$ cat src/rtl/game_phase_if.sv
`default_nettype none
// ============================================================================
//  Module      : game_phase_if
//  Description : Control/status bundle between the game-phase sequencer and
//                the logic that drives it (tick, start, pause in; phase
//                status out).
//  Revision    : 1.0 - initial release
// ============================================================================
interface game_phase_if #(
  parameter int TW = 8
);
  logic          tick;
  logic          start;
  logic          pause;
  logic [1:0]    game_begin;
  logic [TW-1:0] time_left;
  logic          phase_pulse;
  logic          running;

  // Stimulus / consumer side: drives the time base and buttons.
  modport master (
    output tick, start, pause,
    input  game_begin, time_left, phase_pulse, running
  );

  // Sequencer side.
  modport slave (
    input  tick, start, pause,
    output game_begin, time_left, phase_pulse, running
  );
endinterface
`default_nettype wire

$ cat src/rtl/game_phase_ctrl.sv
`default_nettype none
// ============================================================================
//  Module      : game_phase_ctrl
//  Description : Game-phase sequencer IDLE -> COUNT -> PLAY -> OVER, timed in
//                1 s ticks, with start/restart, pause, optional timed
//                game-over hold and a time-remaining output.
//  Revision    : 1.0 - initial release
// ============================================================================
module game_phase_ctrl #(
  parameter int COUNTDOWN_S = 4,
  parameter int PLAY_S      = 30,
  parameter int OVER_HOLD_S = 0,
  parameter int AUTO_START  = 1,
  parameter int TW          = 8
) (
  input  logic         clk,
  input  logic         reset,
  game_phase_if.slave  bus
);

  localparam logic [1:0] ST_IDLE  = 2'b00;
  localparam logic [1:0] ST_COUNT = 2'b01;
  localparam logic [1:0] ST_PLAY  = 2'b10;
  localparam logic [1:0] ST_OVER  = 2'b11;

  localparam logic [TW-1:0] COUNT_LOAD = TW'(COUNTDOWN_S);
  localparam logic [TW-1:0] PLAY_LOAD  = TW'(PLAY_S);
  localparam logic [TW-1:0] OVER_LOAD  = TW'(OVER_HOLD_S);
  localparam logic [TW-1:0] ONE        = TW'(1);

  // A zero-length countdown makes "start a game" land directly in PLAY.
  localparam logic [1:0]    ENTRY_STATE = (COUNTDOWN_S == 0) ? ST_PLAY   : ST_COUNT;
  localparam logic [TW-1:0] ENTRY_LOAD  = (COUNTDOWN_S == 0) ? PLAY_LOAD : COUNT_LOAD;
  localparam bit            AUTO        = (AUTO_START != 0);
  localparam bit            OVER_TIMED  = (OVER_HOLD_S != 0);

  logic [1:0]    state;
  logic [1:0]    state_nxt;
  logic [TW-1:0] time_left;
  logic [TW-1:0] time_left_nxt;
  logic [1:0]    game_begin;
  logic [1:0]    game_begin_nxt;
  logic          phase_pulse;
  logic          running;
  logic          start_q;
  logic          start_edge;
  logic          tick_run;

  assign start_edge = bus.start & ~start_q;
  // Timer advances in COUNT/PLAY only when not paused; a paused tick is dropped.
  assign tick_run   = bus.tick & ~bus.pause;

  // Next-state and next-timer decision for the current phase.
  always_comb begin
    state_nxt     = state;
    time_left_nxt = time_left;
    case (state)
      ST_IDLE: begin
        if (AUTO || start_edge) begin
          state_nxt     = ENTRY_STATE;
          time_left_nxt = ENTRY_LOAD;
        end
      end
      ST_COUNT: begin
        if (tick_run) begin
          if (time_left > ONE) begin
            time_left_nxt = time_left - ONE;
          end else begin
            state_nxt     = ST_PLAY;
            time_left_nxt = PLAY_LOAD;
          end
        end
      end
      ST_PLAY: begin
        if (tick_run) begin
          if (time_left > ONE) begin
            time_left_nxt = time_left - ONE;
          end else begin
            state_nxt     = ST_OVER;
            time_left_nxt = OVER_LOAD;
          end
        end
      end
      default: begin
        // OVER: a restart press beats a coincident tick; the hold ignores pause.
        if (start_edge) begin
          state_nxt     = ENTRY_STATE;
          time_left_nxt = ENTRY_LOAD;
        end else if (OVER_TIMED && bus.tick) begin
          if (time_left > ONE) begin
            time_left_nxt = time_left - ONE;
          end else begin
            state_nxt     = ST_IDLE;
            time_left_nxt = '0;
          end
        end
      end
    endcase
  end

  // Phase code seen by the mole/score/display logic, decoded from the next state.
  always_comb begin
    game_begin_nxt = 2'b00;
    case (state_nxt)
      ST_PLAY: game_begin_nxt = 2'b01;
      ST_OVER: game_begin_nxt = 2'b10;
      default: game_begin_nxt = 2'b00;
    endcase
  end

  // All state and outputs register together; start_q resets high so a held
  // button through reset is not seen as a press.
  always_ff @(posedge clk or posedge reset) begin
    if (reset) begin
      state       <= ST_IDLE;
      time_left   <= '0;
      game_begin  <= 2'b00;
      phase_pulse <= 1'b0;
      running     <= 1'b0;
      start_q     <= 1'b1;
    end else begin
      state       <= state_nxt;
      time_left   <= time_left_nxt;
      game_begin  <= game_begin_nxt;
      phase_pulse <= (state_nxt != state);
      running     <= (state_nxt == ST_COUNT) || (state_nxt == ST_PLAY);
      start_q     <= bus.start;
    end
  end

  assign bus.game_begin  = game_begin;
  assign bus.time_left   = time_left;
  assign bus.phase_pulse = phase_pulse;
  assign bus.running     = running;

endmodule
`default_nettype wire
$ cat src/flat_wrapper.sv
// flat-port wrapper written by rule: the top's interface ports become plain ports
module game_phase_ctrl_flat 
#(
  parameter int COUNTDOWN_S = 4,
  parameter int PLAY_S      = 30,
  parameter int OVER_HOLD_S = 0,
  parameter int AUTO_START  = 1,
  parameter int TW          = 8
)
  (clk, reset, bus_tick, bus_start, bus_pause, bus_game_begin, bus_time_left, bus_phase_pulse, bus_running);
  game_phase_if #(.TW(TW)) bus_i ();
  input  logic clk;
  input  logic reset;
  input wire logic [$bits(bus_i.tick)-1:0] bus_tick;
  input wire logic [$bits(bus_i.start)-1:0] bus_start;
  input wire logic [$bits(bus_i.pause)-1:0] bus_pause;
  output wire logic [$bits(bus_i.game_begin)-1:0] bus_game_begin;
  output wire logic [$bits(bus_i.time_left)-1:0] bus_time_left;
  output wire logic [$bits(bus_i.phase_pulse)-1:0] bus_phase_pulse;
  output wire logic [$bits(bus_i.running)-1:0] bus_running;
  assign bus_i.tick = bus_tick;
  assign bus_i.start = bus_start;
  assign bus_i.pause = bus_pause;
  assign bus_game_begin = bus_i.game_begin;
  assign bus_time_left = bus_i.time_left;
  assign bus_phase_pulse = bus_i.phase_pulse;
  assign bus_running = bus_i.running;
  game_phase_ctrl #(.COUNTDOWN_S(COUNTDOWN_S), .PLAY_S(PLAY_S), .OVER_HOLD_S(OVER_HOLD_S), .AUTO_START(AUTO_START), .TW(TW)) u_core (.clk(clk), .reset(reset), .bus(bus_i));
endmodule
$ cat config.mk
export PLATFORM = sky130hd
export DESIGN_NAME = game_phase_ctrl_flat
export DESIGN_NICKNAME = d
export VERILOG_FILES = /design/src/rtl/game_phase_if.sv /design/src/rtl/game_phase_ctrl.sv /design/src/flat_wrapper.sv
export SDC_FILE = /design/constraint.sdc
export NUM_CORES = 1
export LEC_CHECK = 0
export BUFFER_PORTS_ARGS = -buffer_cell sky130_fd_sc_hd__buf_2
export CAP_MARGIN = 10
export CORE_UTILIZATION = 40
export CTS_CLUSTER_DIAMETER = 150
export CTS_CLUSTER_SIZE = 14
export DETAILED_ROUTE_END_ITERATION = 8
export PLACE_DENSITY_LB_ADDON = 0.08
export SLEW_MARGIN = 20
export SYNTH_ARGS = -nofsm -noshare
export SYNTH_HDL_FRONTEND = slang
export SYNTH_SLANG_ARGS = --single-unit
$ cat constraint.sdc
create_clock -name clk -period 4 [get_ports clk]
set_input_delay 1 -clock clk [delete_from_list [all_inputs] [get_ports clk]]
set_output_delay 1 -clock clk [all_outputs]
set_load 0.02 [all_outputs]
==> metrics.yaml, run 1 <==
status: "completed"
synth_top_cell_area_share_pct: 32.8
slew_headroom_pct: 58.9
synth_flop_cell: "dfrtp_1"
yosysMostFrequentCell: "dfrtp_1"
async_reset_ff_share_pct: 100
clockPowerShare_pct: 8.6
synth_seq_cells: 15
fill_cells: 252
design.core.area_um2: 2500
tightest_slew_ns: 0.616
final_cells: 158
ant_nets: 0
finClkSkew_ns: 0.00535
synth_commonest_cells: "dfrtp_1 (14), inv_1 (10), nand3_1 (9)"
drc: 0
power.density_nw_per_um2: 861
min_period_over_period_pct: 55.0
netlist_instances: 111
cp-end-kind: "register"
fin_tns_setup_ns: 0
cap_violations: 0
io-pin-count: 17
num_rows: 18
yosys_warnings: 0
cts.htree.levels: 1
rsz0062_at_grt: "false"
num_antenna_cells: 0
cts_root_buf: "clkbuf_4"
gp_congestion: 0.858
grt_first_pass_wirelength_um: 3910
path_max_fanout: 5
gr-usage-all-layers_pct: 19.0
portBuffers: 16
via_count: 913
holdBufCountCts: 0
post_cts_resized: 0
grt_remaining_overflow: 0
yosys-top-cells-area: "dfrtp_1 (33%), ha_1 (9.4%), nand3_1 (4.2%), inv_1 (3.5%), nor3_4 (3.0%)"
syn_avg_cell_area_um2: 9.63
post-cts-setup-buffers: 0
clk_latency_ns: 0.29
drt-initial-drc-count: 17
synth_top_area_cell: "dfrtp_1"
power_w: 0.00103
p_leak_nw: 0.546
cts_buffer_depth: 2
synth.distinct_cells: 45
cp-startpoint: "u_core.bus.time_left[0]"
die_h_um: 53.7
hpwlAfterDp_um: 1700
fmax_mhz: 455
period_minus_slack_ns: 2.20
drive_gt1_share_pct: 24.2
switchingPower_w: 0.000530
die_area_um2: 2880
wl_um: 2320
crit_type: "reg2reg"
crit_arrival_ns: 2.37
setup_violations: 0
combPwrFrac_pct: 63.4
peakVddDrop_uv: 454
path_clk_slew_ns: 0.09
antenna_found_initial: 0
switching_share_pct: 51.4
numCtsBuffers: 3
drtPass1Iterations: 4
grt_max_degree: 16
cts_sinks: 15
cts_tree: "built"
synth_nets: 124
start_kind: "register"
hold_viol: 0
area_growth_syn_to_layout_pct: 12.1
report.final.slew_viol_count: 0
hp-class: "reg2reg"
grt_pass1_vias: 878
hold_path_startpoint: "u_core.bus.time_left[7]"
vias_per_cell: 5.78
fin_nets: 142
crit_required_ns: 4.18
reg2reg_from: "u_core.bus.time_left[0]"
synthesis.area_um2: 1070
seq_power_share_pct: 28.0
reg2reg_slack_ns: 1.80
initial_core_util_pct: 42.7
power.internal_w: 0.000501
wire_per_inst_um: 14.7
synth_seq_area_share_pct: 35.2
die_x_um: 53.7
synth_edf_count: 0
dp.cells: 154
## per-stage QoR
| step | setup WS (ns) | instance area (um^2) | hold slack (ns) | utilization, % |
|---|---|---|---|---|
| after global routing | 1.59 | 1200 | 0.640 | 47.9 |
| after floorplan | 1.86 | 1070 | 0.617 | - |
| after detailed placement | 1.52 | 1170 | 0.568 | 46.8 |
| final | 1.80 | 1200 | 0.581 | 47.9 |
| after CTS | 1.80 | 1200 | 0.583 | 47.9 |
| after global placement | 1.57 | 1170 | 0.572 | 46.8 |
## sequential cells by signal, indices dropped and copies added, names as in the netlist
name                    count
u_core.bus.game_begin       2
u_core.bus.phase_pulse      1
u_core.bus.running          1
u_core.bus.time_left        8
u_core.start_q              1
u_core.state                2
## logic make-up after synthesis
group / count (synthesis) / share of synthesized area (%)
and+or+nand+nor: 39 / 22.3
AOI/OAI and AO/OA: 35 / 27.2
DFF: 15 / 35.2
buffers and inverters: 13 / 5.03
adders and majority gates: 8 / 9.37
muxes: 1 / 0.937
## power groups by stage
stage	clock, W	sequential (W)	combinational (W)
floorplan	0	0.000340	0.000452
global placement	0	0.000289	0.000646
detailed placement	0	0.000291	0.000650
CTS	0.0000949	0.000289	0.000653
global route	0.000101	0.000300	0.000721
finish	0.0000884	0.000289	0.000654
## layout make-up
cell class | count | area, um^2 | share of cell area, %
Clock buffer | 3 | 22.5 | 1.88
Inverter | 10 | 37.5 | 3.13
Tap cell | 30 | 37.5 | 3.13
Sequential cell | 15 | 377 | 31.5
Clock inverter | 1 | 5.00 | 0.418
Multi-Input combinational cell | 83 | 638 | 53.3
Timing Repair Buffer | 16 | 80.1 | 6.69
## final timing paths
check	end	depth (start not counted)
max	u_core.bus.running	7
max in group asynchronous	u_core.bus.time_left[4]	2
max reg2reg	u_core.bus.running	7
min	u_core.bus.time_left[7]	2
min reg2reg	u_core.bus.time_left[7]	2
min in group asynchronous	u_core.state[1]	2
## layer usage
layer | wire length (um) | up-vias | track usage, %
li1 | - | 453 | -
met1 | 1140 | 426 | 24.8
met2 | 1030 | 32 | 30.0
met3 | 138 | 2 | 5.93
met4 | 10 | 0 | 5.26
met5 | 0 | - | 0
## critical path, stage by stage (launching register included)
cell       delay (ns)
dfrtp_1          0.43
inv_1            0.11
ha_1             0.27
or2_1            0.26
nand4_1          0.27
a21oi_2          0.23
a2bb2oi_1        0.24
ha_1             0.26
## layout by cell type, fill, tap and decap left out, types with 2 or more instances in the layout
master     count
o22ai_1        2
buf_2         16
o21ai_0        4
nand3_1        9
a2bb2oi_1      2
o311ai_2       2
o211ai_1       2
nor2_1         8
nand2_1        5
a21oi_1        4
dfrtp_1       14
clkbuf_4       3
o21a_1         2
o21ai_1        2
nor2b_1        2
nor3_4         2
inv_1         10
ha_1           8
a22oi_1        2
a31oi_1        3
a32o_1         2
Power figures use the tool's default switching activity.
==> run 2: changes to the inputs <==
Settings changed: ABC_AREA from default to 1.
Clock period 4 ns to 1.9 ns, I/O delays scaled along.
==> run 2 against run 1 <==
  * Clock skew is 0.0044 ns lower
  * Synthesized cell count is 11% higher
  * Via count is 8.1% lower
  * Flip-flop and latch count stayed put
  * Sequential share of layout area is 0.61 points lower
  * Critical path depth is 3 higher
  * Wire length is 11% lower
  * Cell count is 12% higher
  * Largest power group unchanged
==> metrics.yaml, run 2 <==
tightest_slew_ns: 0.608
synth_edf_count: 0
io-pin-count: 17
wire_per_inst_um: 11.7
portBuffers: 16
path_max_fanout: 4
status: "completed"
cts_buffer_depth: 2
largestRegisters: "u_core.bus.time_left: 8 flops, u_core.bus.game_begin: 2 flops, u_core.state: 2 flops"
num_antenna_cells: 0
fin_tns_setup_ns: 0
cts_tree: "built"
hold_viol: 0
ant_nets: 0
p_leak_nw: 0.665
synth_seq_cells: 15
path_clk_slew_ns: 0.10
yosys_warnings: 0
cts_root_buf: "clkbuf_4"
syn_avg_cell_area_um2: 8.28
reg2reg_from: "u_core.state[0]"
fin_nets: 163
power_w: 0.00223
vias_per_cell: 4.74
area_growth_syn_to_layout_pct: 19.9
start_kind: "register"
wl_um: 2070
yosysMostFrequentCell: "inv_1"
grt_first_pass_wirelength_um: 3580
cp-end-kind: "register"
rsz0062_at_grt: "false"
clk_latency_ns: 0.28
die_h_um: 52.5
largest_reg_flops: 8
synth_seq_area_share_pct: 37.0
synth_nets: 136
yosys-top-cells-area: "dfrtp_1 (34%), ha_1 (9.8%), inv_1 (7.7%), nand2_1 (5.5%), nor2_1 (5.5%)"
regMostFlops: "u_core.bus.time_left"
final_cell_mix: "inv_1 (19), buf_2 (16), nor2_1 (15), nand2_1 (15), dfrtp_1 (14)"
synth_commonest_cells: "inv_1 (21), nand2_1 (15), nor2_1 (15)"
synth_top_area_cell: "dfrtp_1"
hpwlAfterDp_um: 1660
grt_max_degree: 16
fill_cells: 230
power.density_nw_per_um2: 1830
crit_required_ns: 2.08
gr-usage-all-layers_pct: 18.1
setup_violations: 0
die_area_um2: 2750
fmax_mhz: 570
gp_congestion: 0.821
netlist_instances: 123
period_minus_slack_ns: 1.76
drc: 0
initial_core_util_pct: 44.3
grt_remaining_overflow: 0
hp-class: "in2async"
cts.htree.levels: 1
grt_pass1_vias: 874
finClkSkew_ns: 0.000999
num_rows: 17
drive_gt1_share_pct: 36.9
drt-initial-drc-count: 18
synth.distinct_cells: 28
numCtsBuffers: 3
synthesis.area_um2: 1020
synth_flop_cell: "dfrtp_1"
cts_sinks: 15
async_reset_ff_share_pct: 100
via_count: 839
crit_arrival_ns: 1.93
synth_top_cell_area_share_pct: 34.4
layout_commonest_cell: "inv_1"
cp-startpoint: "u_core.state[0]"
antenna_found_initial: 0
die_x_um: 52.5
drtPass1Iterations: 4
worst-r2r-cell-count: 10
min_period_over_period_pct: 92.4
slew_headroom_pct: 59.4
cap_violations: 0
peakVddDrop_uv: 837
design.core.area_um2: 2300
crit_type: "reg2reg"
report.final.slew_viol_count: 0
## run 2: cell count changes after synthesis, sizes merged, moves of 3 or more
cell   previous run  this run
nand2             6        24
nor3              3         0
xor2              0         3
inv              10        25
nor2              9        21
nor2b             3         0
## run 2: area by class of cell
type	instances	area [um^2]	area share, %
clock buffers	4	26.3	2.15
well taps	28	35.0	2.87
inverters	25	96.3	7.89
repair buffers	22	125	10.2
multi-input cells	83	562	46.0
flip-flops and latches	15	377	30.8
## run 2: stage by stage
stage / worst slack, ns / std cells / hold slack [ns] / area [um^2] / utilization, %
after global placement: 0.0549 / 169 / 0.561 / 1150 / 50.0
after floorplan: 0.0960 / 123 / 0.376 / 1020 / -
after CTS: 0.0104 / 173 / 0.259 / 1170 / 51.1
after global routing: 0.00651 / 177 / 0.284 / 1220 / 53.2
final: 0.144 / 177 / 0.242 / 1220 / 53.2
after detailed placement: 0.0253 / 169 / 0.574 / 1150 / 50.0
## run 2: cells by family after synthesis
group / after synthesis / share of synthesized area, %
AOI/OAI and AO/OA: 15 / 9.58
xor gates and xnor gates: 3 / 2.58
adders and majority gates: 8 / 9.83
buffers and inverters: 25 / 9.46
DFF: 15 / 37.0
and+or+nand+nor: 57 / 31.6
## run 2: worst paths after layout
kind	slack [ns]	end
setup / recovery	0.14	u_core.bus.running
hold / removal	0.24	u_core.state[1]
setup reg to reg	0.14	u_core.bus.running
hold reg to reg	0.59	u_core.bus.time_left[3]
max in group asynchronous	1.27	u_core.bus.time_left[5]
min in group clk	0.30	u_core.start_q
## run 2: metal layers
layer  global-route usage (%)  vias up  wire (um)
li1                         -      433          -
met1                     20.0      389        899
met2                     31.9       13       1090
met3                     3.77        4         49
met4                     10.1        0         33
met5                        0        -          0
## run 2: power breakdown
group / switching, W / leakage (nW) / internal [W]
clock network: 0.000110 / 0.0150 / 0.0000815
registers: 0.000101 / 0.190 / 0.000439
logic: 0.000940 / 0.460 / 0.000559
## run 2: repair_timing
action,CTS,global route
buffers inserted,0,4
hold endpoints to repair,0,0
setup endpoints to repair,0,3
resized for setup,0,5
hold buffers,0,0
## run 2: worst max-delay path, stage by stage, from the launching register on
cell,delay (ns)
dfrtp_1,0.42
buf_4,0.15
ha_1,0.23
nor2_4,0.14
inv_2,0.05
buf_4,0.14
nand2_2,0.07
nand2_2,0.05
nand2_2,0.07
inv_1,0.05
ha_1,0.27
